<file path="config.mk">
export PLATFORM = sky130hd
export DESIGN_NAME = shifter
export DESIGN_NICKNAME = d
export VERILOG_FILES = /design/src/rtl/shifter_pkg.sv /design/src/rtl/shifter_stage.sv /design/src/rtl/shifter.sv
export SDC_FILE = /design/constraint.sdc
export NUM_CORES = 1
export LEC_CHECK = 0
export BUFFER_PORTS_ARGS = -buffer_cell sky130_fd_sc_hd__buf_4
export CAP_MARGIN = 30
export CORE_MARGIN = 4
export CORE_UTILIZATION = 48
export CTS_BUF_LIST = sky130_fd_sc_hd__clkbuf_4
export CTS_CLUSTER_DIAMETER = 40
export DETAILED_ROUTE_END_ITERATION = 8
export GPL_ROUTABILITY_DRIVEN = 0
export PLACE_DENSITY = 0.77
export SYNTH_ARGS = -nofsm -noshare
export SYNTH_HDL_FRONTEND = slang
export SYNTH_SLANG_ARGS = --single-unit
</file>
<file path="constraint.sdc">
create_clock -name clk -period 1.2 [get_ports clk]
set_clock_uncertainty 0.15 [all_clocks]
set_input_delay 0.06 -clock clk [delete_from_list [all_inputs] [get_ports clk]]
set_output_delay 0.06 -clock clk [all_outputs]
set_load 0.02 [all_outputs]
</file>
<file path="src/rtl/shifter_pkg.sv">
// Shared definitions for the registered barrel shifter: default data width
// and the operation encodings carried on the Mode input.
package shifter_pkg;

    localparam int WIDTH_DEFAULT = 16;

    localparam logic [1:0] MODE_SLL = 2'b00;
    localparam logic [1:0] MODE_SRA = 2'b01;
    localparam logic [1:0] MODE_ROR = 2'b10;
    localparam logic [1:0] MODE_SRL = 2'b11;

endpackage

</file>
<file path="src/rtl/shifter_stage.sv">
// One barrel stage: shifts or rotates by a fixed distance DIST when en is set,
// otherwise passes data through untouched.
module shifter_stage
    import shifter_pkg::*;
#(
    parameter int WIDTH = WIDTH_DEFAULT,
    parameter int DIST  = 1
) (
    input  logic [WIDTH-1:0] data_in,
    input  logic             en,
    input  logic [1:0]       mode,
    output logic [WIDTH-1:0] data_out
);

    logic [WIDTH-1:0] shifted;

    // An arithmetic shift keeps the MSB equal to the original sign bit, so
    // each stage can replicate its own MSB and the cascade stays correct.
    always_comb begin
        shifted = data_in;
        case (mode)
            MODE_SLL: shifted = data_in << DIST;
            MODE_SRA: shifted = $signed(data_in) >>> DIST;
            MODE_ROR: shifted = {data_in[DIST-1:0], data_in[WIDTH-1:DIST]};
            MODE_SRL: shifted = data_in >> DIST;
            default:  shifted = data_in;
        endcase
    end

    assign data_out = en ? shifted : data_in;

endmodule

</file>
<file path="src/rtl/shifter.sv">
// Registered barrel shifter: log2(WIDTH) shift stages selected by the bits of
// Shift_Val, followed by a single output register (one-cycle latency).
module shifter
    import shifter_pkg::*;
#(
    parameter int WIDTH = WIDTH_DEFAULT
) (
    input  logic                     clk,
    input  logic                     rst_n,
    input  logic [WIDTH-1:0]         Shift_In,
    input  logic [$clog2(WIDTH)-1:0] Shift_Val,
    input  logic [1:0]               Mode,
    output logic [WIDTH-1:0]         Shift_Out
);

    localparam int STAGES = $clog2(WIDTH);

    logic [WIDTH-1:0] stage_data [STAGES+1];

    assign stage_data[0] = Shift_In;

    // Stage k moves the data by 2^k positions when Shift_Val[k] is set.
    for (genvar k = 0; k < STAGES; k++) begin : g_stage
        shifter_stage #(
            .WIDTH (WIDTH),
            .DIST  (1 << k)
        ) u_stage (
            .data_in  (stage_data[k]),
            .en       (Shift_Val[k]),
            .mode     (Mode),
            .data_out (stage_data[k+1])
        );
    end

    always_ff @(posedge clk or negedge rst_n) begin
        if (!rst_n) begin
            Shift_Out <= '0;
        end else begin
            Shift_Out <= stage_data[STAGES];
        end
    end

endmodule

</file>
* Yosys cells after proc, flatten, opt, wreduce, memory -nomap -nowiden *
Cells that the tools add are included.

word-level totals
  output and inout port bits = 16
  register bits after elaboration = 16
  word-level logic and storage cells = 13
  input port bits = 24

cells by class
  mux-type cells = 8
  eq/ne operators = 3
  reductions and logical operators = 1

operators by type and width
  kind                                                              number
  16-bit one-hot mux with 4 select lines                            4
  16-bit two-way mux                                                4
  2-bit == test (second input constant)                             2
  2-bit by 1-bit == test with 1-bit output (second input constant)  1
  2-bit logical NOT                                                 1

* Longest topological paths before layout *
Gate-level depths: netlist of run 1.

  depth after elaboration = 9
  depth in mapped cells = 9
  mapped depth without buffers = 6

* Hierarchy *
From an unflattened synthesis of run 1, not the netlist that was laid out.

unflattened totals
  cells, all modules = 242
  area total of the unflattened synthesis = 1794.2 µm²

modules (own cells, without submodules)
  module                               cells an instance  sequential area each (µm²)  area each (µm²)  instances
  shifter_stage at g_stage[2].u_stage  61                 0.0                         419.2            1
  shifter                              16                 400.4                       400.4            1
  shifter_stage at g_stage[1].u_stage  57                 0.0                         369.1            1
  shifter_stage at g_stage[0].u_stage  55                 0.0                         354.1            1
  shifter_stage at g_stage[3].u_stage  53                 0.0                         251.5            1

* Worst setup path after synthesis of run 1 *
Ideal clock, no wire load.

  path type = input to register
  start = input port Mode[1]
  end = register Shift_Out[0]
  setup time = 125 ps
  stages = 5
  arrival = 1397 ps
  slack = -472 ps
  data required time = 925 ps
  buffers on the path = 0
  cells stage by stage = nor2_2 -> mux4_2 -> a21oi_1 -> a211oi_1 -> mux2_2

between the ends
  word-level cells in the longest chain between the ends = 9
  elaborated cells between the ends (all ways) = 12
  those cells by class = 3 x eq/ne; 8 x mux; 1 x reduce/logical

RTL lines
  element                                      line                 RTL
  start, declared                              shifter.sv:12        input logic [1:0] Mode,
  2-bit == test, or another cell as far along  shifter_stage.sv:21  case (mode)
  16-bit one-hot mux with 4 select lines       shifter_stage.sv:21
  16-bit two-way mux                           shifter_stage.sv:30  assign data_out = en ? shifted : data_in;
  16-bit one-hot mux with 4 select lines       shifter_stage.sv:21
  16-bit two-way mux                           shifter_stage.sv:30
  16-bit one-hot mux with 4 select lines       shifter_stage.sv:21
  16-bit two-way mux                           shifter_stage.sv:30
  16-bit one-hot mux with 4 select lines       shifter_stage.sv:21
  16-bit two-way mux *                         shifter_stage.sv:30
  named net g_stage[3].u_stage.data_out[0]     shifter_stage.sv:12  output logic [WIDTH-1:0] data_out
  end signal, assigned                         shifter.sv:39        Shift_Out <= stage_data[STAGES];
  end, declared                                shifter.sv:13        output logic [WIDTH-1:0] Shift_Out

Mark *: on every way through the listed nets, which the timed path passes. The rest lies on a longest branch.

* Final worst setup path of run 1 *
  start = input port Shift_Val[0]
  end = register Shift_Out[4]

between the ends
  word-level cells in the longest chain between the ends = 7

RTL lines
  element                                   line                 RTL
  start, declared                           shifter.sv:11        input logic [$clog2(WIDTH)-1:0] Shift_Val,
  16-bit two-way mux *                      shifter_stage.sv:30
  16-bit one-hot mux with 4 select lines    shifter_stage.sv:21
  16-bit two-way mux *                      shifter_stage.sv:30
  16-bit one-hot mux with 4 select lines    shifter_stage.sv:21
  16-bit two-way mux *                      shifter_stage.sv:30
  16-bit one-hot mux with 4 select lines    shifter_stage.sv:21
  16-bit two-way mux *                      shifter_stage.sv:30
  named net g_stage[3].u_stage.data_out[4]  shifter_stage.sv:12

Marked as above.

==> flow_results.xml, run 1 <==
<?xml version="1.0" encoding="UTF-8"?>
<metrics>
  <group name="route">
    <metric name="first_pass_iters" unit="">9</metric>
    <metric name="detail_route.wirelength" unit="mm">13.1</metric>
    <metric name="drc" unit="">31</metric>
    <metric name="detailroute.via_count" unit="">3760</metric>
    <metric name="route.detailed.vias_per_inst" unit="">7.61</metric>
    <metric name="ant_nets" unit="">0</metric>
    <metric name="post_drt_wl_per_cell" unit="um">26.6</metric>
    <metric name="dr.first_iter.drc_count" unit="">941</metric>
  </group>
  <group name="power_and_ir_drop">
    <metric name="power_per_cell_area" unit="mW/mm^2">701</metric>
    <metric name="combPwrFrac" unit="">0.675</metric>
    <metric name="ir_worst_vdd" unit="mV">0.348</metric>
    <metric name="p_seq_frac" unit="">0.223</metric>
    <metric name="clock_power_share" unit="">0.102</metric>
    <metric name="internal-power" unit="uW">1600</metric>
    <metric name="net-switching-power" unit="uW">1210</metric>
    <metric name="power.switching_fraction" unit="">0.432</metric>
    <metric name="static-leakage-power" unit="uW">0.00172</metric>
  </group>
  <group name="clocking">
    <metric name="htreeDepth" unit="">1</metric>
    <metric name="clock-root-buffer" unit="">sky130_fd_sc_hd__clkbuf_4</metric>
    <metric name="cts_tree" unit="">built</metric>
    <metric name="clkTransAtPathRegs" unit="ns">0.09</metric>
    <metric name="cts_max_path_buffers" unit="">2</metric>
    <metric name="cts_made_buffers" unit="">3</metric>
    <metric name="cts_sinks" unit="">16</metric>
  </group>
  <group name="cells_and_area">
    <metric name="antennaDiodeCount" unit="">0</metric>
    <metric name="nNetsFinal" unit="">467</metric>
    <metric name="layoutNonFillerInstCount" unit="">494</metric>
    <metric name="seqCellArea" unit="um^2">400</metric>
    <metric name="largest_register_ff_count" unit="">16</metric>
    <metric name="reg.largest.list" unit="">Shift_Out (16)</metric>
    <metric name="area_growth_syn_to_layout" unit="%">86.9</metric>
    <metric name="layout.core_utilization" unit="">0.922</metric>
    <metric name="largest-register" unit="">Shift_Out</metric>
    <metric name="num-fill-cells" unit="">150</metric>
    <metric name="multi_input_area" unit="mm^2">0.00202</metric>
    <metric name="final_layout_size_suffix_gt1_frac" unit="">0.570</metric>
    <metric name="design_area" unit="mm^2">0.00402</metric>
  </group>
  <group name="grt">
    <metric name="top_usage_layer" unit="">met2</metric>
    <metric name="grtUsageMet1" unit="">0.431</metric>
    <metric name="grt_pass1_vias" unit="">3395</metric>
    <metric name="globalRouteTotalUtil" unit="">0.381</metric>
    <metric name="grt_util_met3" unit="">0.0788</metric>
    <metric name="antenna_violations_before_repair" unit="">0</metric>
    <metric name="grt.overflow.total" unit="">0</metric>
    <metric name="grt_max_degree" unit="">23</metric>
    <metric name="grt_util_met2" unit="">0.629</metric>
    <metric name="grt_first_pass_wirelength" unit="mm">16.4</metric>
  </group>
  <group name="synth">
    <metric name="syn_nets" unit="">322</metric>
    <metric name="synth_warnings" unit="">0</metric>
    <metric name="synthTopCellsByCount" unit="">sky130_fd_sc_hd__nand2_1, sky130_fd_sc_hd__nor2_1, sky130_fd_sc_hd__o21ai_0</metric>
    <metric name="synthesis.area" unit="mm^2">0.00215</metric>
    <metric name="top_reg_cell_synth" unit="">sky130_fd_sc_hd__dfrtp_1</metric>
    <metric name="postSynthCellCount" unit="">298</metric>
    <metric name="fraction_of_post_synthesis_cell_area_in_the_top_cell_type_by_area" unit="">0.186</metric>
    <metric name="yosysTopAreaCell" unit="">sky130_fd_sc_hd__dfrtp_1</metric>
    <metric name="synth.most_common_cell" unit="">sky130_fd_sc_hd__nand2_1</metric>
    <metric name="synth_seq_area_share" unit="">0.186</metric>
    <metric name="post_synth.cell_area_avg" unit="um^2">7.21</metric>
    <metric name="async_reset_ff_frac" unit="">1.00</metric>
    <metric name="yosysUniqueCellTypes" unit="">55</metric>
    <metric name="synth_edf_count" unit="">0</metric>
    <metric name="synth_top_cells_by_area" unit="">sky130_fd_sc_hd__dfrtp_1, sky130_fd_sc_hd__nand2_1, sky130_fd_sc_hd__mux4_2</metric>
    <metric name="synth_seq_cells" unit="">16</metric>
  </group>
  <group name="worst_setup_path">
    <metric name="timing.critical_path.to" unit="">Shift_Out[4]$_DFF_PN0_</metric>
    <metric name="timing.critical_path.slowest_stage_cell" unit="">sky130_fd_sc_hd__a21oi_1</metric>
    <metric name="critPathLaunchType" unit="">input pin</metric>
    <metric name="crit_path_max_fanout" unit="">11</metric>
    <metric name="end_kind" unit="">flip-flop</metric>
    <metric name="worst-endpoint-required" unit="ns">1.27</metric>
    <metric name="crit_path_max_incr_delay" unit="ns">0.30</metric>
    <metric name="cp-startpoint" unit="">Shift_Val[0]</metric>
    <metric name="path_class" unit="">in -&gt; reg</metric>
    <metric name="crit_arrival" unit="ns">1.85</metric>
    <metric name="cells_along_the_critical_path" unit="">buf_6 &gt; buf_12 &gt; buf_4 &gt; nand2_1 &gt; a21oi_1 &gt; mux2i_1 &gt; buf_4 &gt; buf_4 &gt; o211ai_1 &gt; nand2_1 &gt; o2bb2ai_1</metric>
    <metric name="timing.critical_path.mode_cell" unit="">sky130_fd_sc_hd__buf_4</metric>
  </group>
  <group name="sta">
    <metric name="transition_time_at_the_pin_with_the_least_slew_margin" unit="ns">0.437</metric>
    <metric name="max_slew_margin" unit="">0.708</metric>
    <metric name="final_min_period_over_clock_period" unit="">1.48</metric>
    <metric name="period_minus_slack" unit="ns">1.78</metric>
    <metric name="grt_setup_unrepaired" unit="">true</metric>
    <metric name="max_freq" unit="MHz">563</metric>
    <metric name="setup_viol_count_final" unit="">16</metric>
    <metric name="finalHoldViolations" unit="">0</metric>
    <metric name="number_of_pins_with_negative_max_slew_slack_in_the_final_report" unit="">0</metric>
    <metric name="final.setup.worst_slack" unit="ns">-0.576</metric>
  </group>
  <group name="placed_design">
    <metric name="placement.cell_area" unit="mm^2">0.00336</metric>
    <metric name="dpl.cell_count" unit="">474</metric>
    <metric name="place_hpwl" unit="mm">7.20</metric>
    <metric name="numPortBuffers" unit="">39</metric>
  </group>
  <group name="floorplanning">
    <metric name="design.portCount" unit="">40</metric>
    <metric name="die_x" unit="um">74.9</metric>
    <metric name="initial_core_utilization" unit="">0.493</metric>
    <metric name="fp.dieH" unit="um">74.9</metric>
    <metric name="die_outline_area" unit="mm^2">0.00561</metric>
    <metric name="core-area" unit="mm^2">0.00435</metric>
    <metric name="std_cell_rows" unit="">24</metric>
  </group>
  <group name="hold_path">
    <metric name="hold_path.class" unit="">in -&gt; async</metric>
  </group>
  <group name="run">
    <metric name="timing.max_cap.violations" unit="">0</metric>
  </group>
  <group name="outcome">
    <metric name="result_of_the_run" unit="">complete, but fails checks</metric>
    <metric name="failing_checks" unit="">design-rule violations, negative setup slack</metric>
  </group>
</metrics>
-- layer usage --
layer | vias to the layer above | wire length (um)
met5 | - | 0
met3 | 203 | 2080
met4 | 0 | 1430
met1 | 1645 | 4090
li1 | 1443 | -
met2 | 469 | 5520
-- area by class of cell --
| class | count | share of cell area |
|---|---|---|
| Clock inverter | 1 | 0.000935 |
| Timing Repair Buffer | 168 | 0.363 |
| Inverter | 12 | 0.0118 |
| Multi-Input combinational cell | 242 | 0.503 |
| Clock buffer | 3 | 0.00561 |
| Sequential cell | 16 | 0.0997 |
| Tap cell | 52 | 0.0162 |
-- worst min path at each step --
stage,from,endpoint,depth (start not counted)
after floorplan,rst_n,Shift_Out[0]$_DFF_PN0_,0
after global placement,rst_n,Shift_Out[7]$_DFF_PN0_,1
after detailed placement,rst_n,Shift_Out[14]$_DFF_PN0_,1
after CTS,Shift_Val[3],Shift_Out[8]$_DFF_PN0_,3
after global routing,Mode[0],Shift_Out[15]$_DFF_PN0_,3
final,rst_n,Shift_Out[14]$_DFF_PN0_,2
-- what timing repair did --
action,in CTS,in global routing
hold buffers,1,0
gates resized for setup,45,54
pin swaps,24,31
setup buffers,3,10
gates cloned,2,1
endpoints found under the setup margin,16,16
hold endpoints to repair,16,0
-- worst max-delay path, delay by kind of cell --
kind / cells / cell delay, ns
and+or+nand+nor: 2 / 0.14
buffers and inverters: 5 / 0.80
AOI/OAI and AO/OA: 3 / 0.60
muxes: 1 / 0.22
-- power groups by stage --
stage	sequential, uW	clock, uW	combinational, uW
floorplan	730	0	646
global placement	635	0	1400
detailed placement	639	0	1430
CTS	629	274	1550
global route	634	298	1960
finish	628	286	1900
-- cells by family after synthesis --
family | after synthesis | share of synthesized area
AOI/OAI and AO/OA | 125 | 0.404
buffers and inverters | 40 | 0.0845
DFF | 16 | 0.186
and+or+nand+nor | 106 | 0.243
muxes | 11 | 0.0815
-- cells in the final DEF, fill, tap and decap left out, types with 7 or more instances in the layout --
cell,netlist,final
sky130_fd_sc_hd__o22ai_1,10,7
sky130_fd_sc_hd__nand3_1,10,9
sky130_fd_sc_hd__dfrtp_1,16,16
sky130_fd_sc_hd__o21ai_1,2,7
sky130_fd_sc_hd__nor2_1,25,22
sky130_fd_sc_hd__a31oi_1,14,11
sky130_fd_sc_hd__a21oi_2,0,8
sky130_fd_sc_hd__buf_6,2,12
sky130_fd_sc_hd__or3b_4,2,8
sky130_fd_sc_hd__a311oi_2,2,8
sky130_fd_sc_hd__inv_1,10,9
sky130_fd_sc_hd__nand2_1,34,32
sky130_fd_sc_hd__buf_4,0,144
sky130_fd_sc_hd__a21oi_1,20,8
sky130_fd_sc_hd__o21ai_0,22,11
-- through the flow --
step	setup slack [ns]	power, uW	hold WS [ns]	setup TNS (ns)
2_1_floorplan	-0.370	1380	-0.386	-4.38
3_3_place_gp	-0.700	2030	-0.233	-10.11
3_5_place_dp	-0.734	2070	-0.230	-10.81
4_1_cts	-0.349	2450	0.0198	-4.53
5_1_grt	-0.631	2890	0.00866	-7.28
6_report	-0.576	2810	0.00788	-6.55
(Power assumes the default switching activity.)
==> run 2, diff against run 1 <==
--- a/config.mk
+++ b/config.mk
@@ -14,6 +14,7 @@
 export DETAILED_ROUTE_END_ITERATION = 8
 export GPL_ROUTABILITY_DRIVEN = 0
 export PLACE_DENSITY = 0.77
+export SETUP_SLACK_MARGIN = 0.3
 export SYNTH_ARGS = -nofsm -noshare
 export SYNTH_HDL_FRONTEND = slang
 export SYNTH_SLANG_ARGS = --single-unit
==> run 2 against run 1 <==
The flow finishes with violations (negative hold slack, negative setup slack); power shrank 2.7%; routed wire length decreased by 13%; non-clock buffer count decreased by 5; sequential power is 2% higher; largest cell class unchanged.
==> flow_results.xml, run 2 (synthesized netlist as in run 1, its figures left out) <==
<?xml version="1.0" encoding="UTF-8"?>
<metrics>
  <group name="outcome">
    <metric name="result_of_the_run" unit="">complete, but fails checks</metric>
    <metric name="failing_checks" unit="">negative hold slack, negative setup slack</metric>
  </group>
  <group name="route">
    <metric name="ant_nets" unit="">0</metric>
    <metric name="met3WireLength" unit="mm">1.38</metric>
    <metric name="routed-wl-met2" unit="mm">5.30</metric>
    <metric name="detail_route.wirelength" unit="mm">11.4</metric>
    <metric name="drc" unit="">0</metric>
    <metric name="dr.first_iter.drc_count" unit="">549</metric>
    <metric name="post_drt_wl_per_cell" unit="um">23.3</metric>
    <metric name="detailroute.via_count" unit="">3539</metric>
    <metric name="route.top_layer_used" unit="">met4</metric>
    <metric name="first_pass_iters" unit="">7</metric>
    <metric name="route.detailed.vias_per_inst" unit="">7.24</metric>
    <metric name="met1_length" unit="mm">3.77</metric>
  </group>
  <group name="placed_design">
    <metric name="detailedPlace.worstSlack" unit="ns">-0.734</metric>
    <metric name="place_hpwl" unit="mm">7.20</metric>
    <metric name="numPortBuffers" unit="">39</metric>
    <metric name="dpl.cell_count" unit="">474</metric>
  </group>
  <group name="cells_and_area">
    <metric name="largest-register" unit="">Shift_Out</metric>
    <metric name="reg.largest.list" unit="">Shift_Out (16)</metric>
    <metric name="final_common_cell" unit="">sky130_fd_sc_hd__buf_4</metric>
    <metric name="seqCellArea" unit="um^2">400</metric>
    <metric name="nNetsFinal" unit="">462</metric>
    <metric name="final_cell_mix" unit="">sky130_fd_sc_hd__buf_4, sky130_fd_sc_hd__nand2_1, sky130_fd_sc_hd__buf_6</metric>
    <metric name="multi_input_area" unit="mm^2">0.00195</metric>
    <metric name="area_growth_syn_to_layout" unit="%">83.1</metric>
    <metric name="largest_register_ff_count" unit="">16</metric>
    <metric name="layoutNonFillerInstCount" unit="">489</metric>
    <metric name="antennaDiodeCount" unit="">0</metric>
    <metric name="final_layout_size_suffix_gt1_frac" unit="">0.547</metric>
    <metric name="num-fill-cells" unit="">192</metric>
    <metric name="layout.core_utilization" unit="">0.903</metric>
  </group>
  <group name="floorplanning">
    <metric name="initial_core_utilization" unit="">0.493</metric>
    <metric name="design.portCount" unit="">40</metric>
    <metric name="core-area" unit="mm^2">0.00435</metric>
    <metric name="die_x" unit="um">74.9</metric>
    <metric name="std_cell_rows" unit="">24</metric>
    <metric name="die_outline_area" unit="mm^2">0.00561</metric>
    <metric name="fp.dieH" unit="um">74.9</metric>
  </group>
  <group name="clocking">
    <metric name="clkTransAtPathRegs" unit="ns">0.09</metric>
    <metric name="cts_tree" unit="">built</metric>
    <metric name="htreeDepth" unit="">1</metric>
    <metric name="cts_sinks" unit="">16</metric>
    <metric name="cts_hold_buffers" unit="">1</metric>
    <metric name="cts_made_buffers" unit="">3</metric>
    <metric name="clock-root-buffer" unit="">sky130_fd_sc_hd__clkbuf_4</metric>
    <metric name="cts_max_path_buffers" unit="">2</metric>
  </group>
  <group name="power_and_ir_drop">
    <metric name="combPwrFrac" unit="">0.661</metric>
    <metric name="power_per_cell_area" unit="mW/mm^2">696</metric>
    <metric name="clock_power_share" unit="">0.105</metric>
    <metric name="total_power_after_layout" unit="uW">2740</metric>
    <metric name="net-switching-power" unit="uW">1140</metric>
    <metric name="ir_worst_vdd" unit="mV">0.400</metric>
    <metric name="power.switching_fraction" unit="">0.415</metric>
    <metric name="internal-power" unit="uW">1600</metric>
    <metric name="p_seq_frac" unit="">0.235</metric>
    <metric name="static-leakage-power" unit="uW">0.00169</metric>
  </group>
  <group name="sta">
    <metric name="grt_setup_unrepaired" unit="">true</metric>
    <metric name="transition_time_at_the_pin_with_the_least_slew_margin" unit="ns">0.480</metric>
    <metric name="max_slew_margin" unit="">0.678</metric>
    <metric name="number_of_pins_with_negative_max_slew_slack_in_the_final_report" unit="">0</metric>
    <metric name="setup_viol_count_final" unit="">16</metric>
    <metric name="max_freq" unit="MHz">625</metric>
    <metric name="finalHoldViolations" unit="">1</metric>
    <metric name="hold_ws" unit="ns">-0.00465</metric>
    <metric name="final.setup.worst_slack" unit="ns">-0.399</metric>
    <metric name="period_minus_slack" unit="ns">1.60</metric>
    <metric name="final_min_period_over_clock_period" unit="">1.33</metric>
  </group>
  <group name="grt">
    <metric name="grt_pass1_vias" unit="">3233</metric>
    <metric name="grt.overflow.total" unit="">0</metric>
    <metric name="globalRouteTotalUtil" unit="">0.357</metric>
    <metric name="antenna_violations_before_repair" unit="">0</metric>
    <metric name="grt_first_pass_wirelength" unit="mm">15.5</metric>
    <metric name="grt_max_degree" unit="">23</metric>
  </group>
  <group name="run">
    <metric name="timing.max_cap.violations" unit="">0</metric>
  </group>
  <group name="worst_setup_path">
    <metric name="path_class" unit="">in -&gt; reg</metric>
    <metric name="critPathLaunchType" unit="">input pin</metric>
    <metric name="cp-startpoint" unit="">Mode[1]</metric>
    <metric name="worst-endpoint-required" unit="ns">1.28</metric>
    <metric name="crit_path_max_fanout" unit="">8</metric>
    <metric name="crit_arrival" unit="ns">1.68</metric>
    <metric name="timing.critical_path.to" unit="">Shift_Out[9]$_DFF_PN0_</metric>
    <metric name="end_kind" unit="">flip-flop</metric>
  </group>
  <group name="hold_path">
    <metric name="hold_path.class" unit="">in -&gt; reg</metric>
  </group>
</metrics>
-- run 2: critical path, stage by stage --
cell and delay, ns:
sky130_fd_sc_hd__buf_12 0.12, sky130_fd_sc_hd__buf_12 0.13, sky130_fd_sc_hd__or3b_4 0.43, sky130_fd_sc_hd__a311o_1 0.32, sky130_fd_sc_hd__o31ai_4 0.09, sky130_fd_sc_hd__o31ai_4 0.15, sky130_fd_sc_hd__o221ai_1 0.20, sky130_fd_sc_hd__and3_1 0.17
-- run 2: cell type report --
cell class / count / share of cell area
clock buffers: 3 / 0.00573
clock inverters: 1 / 0.000954
inverters: 12 / 0.0121
multi-input cells: 242 / 0.496
flip-flops and latches: 16 / 0.102
well taps: 52 / 0.0165
repair buffers: 163 / 0.367
-- run 2: how the worst min path moves through the flow --
stage	startpoint	endpoint	slack, ns	cells past startpoint
finish	Mode[0]	Shift_Out[15]$_DFF_PN0_	-0.005	3
global route	Mode[0]	Shift_Out[15]$_DFF_PN0_	-0.03	3
CTS	Shift_Val[3]	Shift_Out[8]$_DFF_PN0_	0.02	3
detailed placement	rst_n	Shift_Out[14]$_DFF_PN0_	-0.23	1
global placement	rst_n	Shift_Out[7]$_DFF_PN0_	-0.23	1
floorplan	rst_n	Shift_Out[0]$_DFF_PN0_	-0.39	0
-- run 2: through the flow --
step,setup TNS (ns),hold slack [ns],cell area (um^2)
floorplan,-4.38,-0.386,2290
global placement,-10.11,-0.233,3360
detailed placement,-10.81,-0.230,3360
CTS,-4.53,0.0198,3670
global route,-5.58,-0.0310,3930
finish,-5.23,-0.00465,3930
-- run 2: power by group through the flow --
stage          Sequential (uW)  Combinational [uW]  Clock, uW
2_1_floorplan              730                 646          0
3_3_place_gp               635                1400          0
3_5_place_dp               639                1430          0
4_1_cts                    642                1570        274
5_1_grt                    648                1880        309
6_report                   642                1810        286
-- run 2: timing repair --
item                                   in CTS  in global routing
gates resized for setup                    57                 32
pin swaps                                  21                 18
cloned                                      1                  2
setup endpoints to repair                  32                 32
setup buffers                               2                  5
endpoints found under the hold margin      16                  1
-- run 2: metal layers --
| metal | global-route usage | vias up |
|---|---|---|
| li1 | - | 1436 |
| met1 | 0.405 | 1573 |
| met2 | 0.597 | 407 |
| met3 | 0.0614 | 123 |
| met4 | 0.265 | 0 |
| met5 | 0 | - |
==> run 3, diff against run 2 <==
==> constraint.sdc (replaced) <==
create_clock -name clk -period 1.6 [get_ports clk]
set_clock_uncertainty 0.15 [all_clocks]
set_input_delay 0.08 -clock clk [delete_from_list [all_inputs] [get_ports clk]]
set_output_delay 0.08 -clock clk [all_outputs]
set_load 0.02 [all_outputs]
==> run 3 against run 2 <==
The flow finishes with violations (negative setup slack); critical path type unchanged; die area did not move; non-clock buffer count fell by 6; clock power down 28%.
==> flow_results.xml, run 3 (synthesized netlist as in run 1, its figures left out) <==
<?xml version="1.0" encoding="UTF-8"?>
<metrics>
  <group name="clocking">
    <metric name="cts_made_buffers" unit="">3</metric>
    <metric name="cts_tree" unit="">built</metric>
    <metric name="htreeDepth" unit="">1</metric>
    <metric name="cts_max_path_buffers" unit="">2</metric>
    <metric name="cts_sinks" unit="">16</metric>
    <metric name="clock-root-buffer" unit="">sky130_fd_sc_hd__clkbuf_4</metric>
    <metric name="clkTransAtPathRegs" unit="ns">0.09</metric>
  </group>
  <group name="outcome">
    <metric name="result_of_the_run" unit="">complete, but fails checks</metric>
    <metric name="failing_checks" unit="">negative setup slack</metric>
  </group>
  <group name="cells_and_area">
    <metric name="reg.largest.list" unit="">Shift_Out (16)</metric>
    <metric name="final_layout_size_suffix_gt1_frac" unit="">0.543</metric>
    <metric name="layoutNonFillerInstCount" unit="">483</metric>
    <metric name="area_growth_syn_to_layout" unit="%">77.1</metric>
    <metric name="final_cell_mix" unit="">sky130_fd_sc_hd__buf_4, sky130_fd_sc_hd__nand2_1, sky130_fd_sc_hd__nor2_1</metric>
    <metric name="nNetsFinal" unit="">456</metric>
    <metric name="largest-register" unit="">Shift_Out</metric>
    <metric name="antennaDiodeCount" unit="">0</metric>
    <metric name="design_area" unit="mm^2">0.00380</metric>
    <metric name="largest_register_ff_count" unit="">16</metric>
    <metric name="final_common_cell" unit="">sky130_fd_sc_hd__buf_4</metric>
  </group>
  <group name="power_and_ir_drop">
    <metric name="static-leakage-power" unit="uW">0.00163</metric>
    <metric name="power.switching_fraction" unit="">0.427</metric>
    <metric name="combPwrFrac" unit="">0.662</metric>
    <metric name="internal-power" unit="uW">1150</metric>
    <metric name="power_per_cell_area" unit="mW/mm^2">527</metric>
    <metric name="p_seq_frac" unit="">0.235</metric>
    <metric name="ir_worst_vdd" unit="mV">0.302</metric>
    <metric name="net-switching-power" unit="uW">856</metric>
    <metric name="clock_power_share" unit="">0.103</metric>
  </group>
  <group name="grt">
    <metric name="globalRouteTotalUtil" unit="">0.339</metric>
    <metric name="antenna_violations_before_repair" unit="">0</metric>
    <metric name="grt_first_pass_wirelength" unit="mm">14.8</metric>
    <metric name="grt_max_degree" unit="">24</metric>
    <metric name="grt.overflow.total" unit="">0</metric>
    <metric name="grt_pass1_vias" unit="">3031</metric>
  </group>
  <group name="route">
    <metric name="ant_nets" unit="">0</metric>
    <metric name="detail_route.wirelength" unit="mm">12.1</metric>
    <metric name="drc" unit="">0</metric>
    <metric name="dr.first_iter.drc_count" unit="">700</metric>
    <metric name="route.detailed.vias_per_inst" unit="">7.45</metric>
    <metric name="first_pass_iters" unit="">9</metric>
    <metric name="post_drt_wl_per_cell" unit="um">25.1</metric>
    <metric name="detailroute.via_count" unit="">3600</metric>
  </group>
  <group name="sta">
    <metric name="grt_setup_unrepaired" unit="">true</metric>
    <metric name="setup_viol_count_final" unit="">6</metric>
    <metric name="max_slew_margin" unit="">0.488</metric>
    <metric name="final_min_period_over_clock_period" unit="">1.17</metric>
    <metric name="number_of_pins_with_negative_max_slew_slack_in_the_final_report" unit="">0</metric>
    <metric name="max_freq" unit="MHz">533</metric>
    <metric name="period_minus_slack" unit="ns">1.88</metric>
    <metric name="finalHoldViolations" unit="">0</metric>
    <metric name="hold_ws" unit="ns">0.0299</metric>
    <metric name="post_route_setup_tns" unit="ns">-0.617</metric>
    <metric name="transition_time_at_the_pin_with_the_least_slew_margin" unit="ns">0.763</metric>
    <metric name="final.setup.worst_slack" unit="ns">-0.275</metric>
  </group>
  <group name="hold_path">
    <metric name="hold_path.class" unit="">in -&gt; async</metric>
  </group>
  <group name="worst_setup_path">
    <metric name="end_kind" unit="">flip-flop</metric>
    <metric name="crit_path_max_fanout" unit="">5</metric>
    <metric name="path_class" unit="">in -&gt; reg</metric>
    <metric name="critPathLaunchType" unit="">input pin</metric>
    <metric name="worst-endpoint-required" unit="ns">1.68</metric>
    <metric name="crit_arrival" unit="ns">1.95</metric>
  </group>
  <group name="placed_design">
    <metric name="placement.cell_area" unit="mm^2">0.00322</metric>
    <metric name="dpl.cell_count" unit="">459</metric>
    <metric name="detailedPlace.worstSlack" unit="ns">-0.314</metric>
    <metric name="numPortBuffers" unit="">39</metric>
    <metric name="place_hpwl" unit="mm">6.91</metric>
  </group>
  <group name="floorplanning">
    <metric name="initial_core_utilization" unit="">0.493</metric>
    <metric name="std_cell_rows" unit="">24</metric>
    <metric name="design.portCount" unit="">40</metric>
    <metric name="die_x" unit="um">74.9</metric>
    <metric name="fp.dieH" unit="um">74.9</metric>
    <metric name="core-area" unit="mm^2">0.00435</metric>
    <metric name="die_outline_area" unit="mm^2">0.00561</metric>
  </group>
  <group name="run">
    <metric name="timing.max_cap.violations" unit="">0</metric>
  </group>
</metrics>
## run 3: cell types whose count changed in the layout (fill, tap and decap cells not counted), sizes merged
cell / delta
dlygate4sd3: +1
buf: -5
clkbuf: -2
## run 3: worst max-delay path: stages
cell                       delay, ns
sky130_fd_sc_hd__buf_12         0.11
sky130_fd_sc_hd__buf_8          0.11
sky130_fd_sc_hd__or3b_4         0.42
sky130_fd_sc_hd__a311oi_1       0.68
sky130_fd_sc_hd__nor3_1         0.18
sky130_fd_sc_hd__o22ai_1        0.22
sky130_fd_sc_hd__a21o_1         0.14
## run 3: cell type report
type | instances | area (um^2)
Multi-Input combinational cell | 242 | 1960
Timing Repair Buffer | 157 | 1300
Fill cell | 225 | 551
Sequential cell | 16 | 400
Tap cell | 52 | 65.1
Inverter | 12 | 47.5
Clock buffer | 3 | 22.5
Clock inverter | 1 | 3.75
## run 3: how the worst max path moves through the flow
stage / to / slack [ns] / depth (start not counted) / startpoint
floorplan: Shift_Out[15]$_DFF_PN0_ / 0.008 / 7 / Mode[1]
global placement: Shift_Out[0]$_DFF_PN0_ / -0.30 / 8 / Mode[0]
detailed placement: Shift_Out[0]$_DFF_PN0_ / -0.31 / 8 / Mode[0]
CTS: Shift_Out[7]$_DFF_PN0_ / 0.03 / 9 / Mode[0]
global route: Shift_Out[5]$_DFF_PN0_ / -0.32 / 7 / Mode[0]
finish: Shift_Out[5]$_DFF_PN0_ / -0.28 / 7 / Mode[0]
## run 3: power groups by stage
stage	Sequential [uW]	Combinational [uW]	Clock (uW)
after global routing	476	1370	216
after global placement	476	1010	0
after detailed placement	480	1030	0
after CTS	472	1120	204
after floorplan	547	487	0
final	472	1330	206
## run 3: layer usage
layer	share of wire	up-vias	global-route usage
li1	-	1421	-
met3	0.13	179	0.0454
met5	0	-	0
met4	0.11	0	0.188
met1	0.32	1602	0.395
met2	0.44	398	0.593
## run 3: per-stage QoR
stage,total power (uW),utilization
floorplan,1030,-
global placement,1480,0.740
detailed placement,1510,0.740
CTS,1800,0.810
global route,2070,0.874
finish,2000,0.874
## run 3: what timing repair did
item / CTS / global route
setup endpoints to repair: 16 / 16
pin swaps: 19 / 26
cloned: 1 / 0
setup buffers: 9 / 8
hold buffers: 2 / 0
resized for setup: 33 / 56
endpoints found under the hold margin: 17 / 0
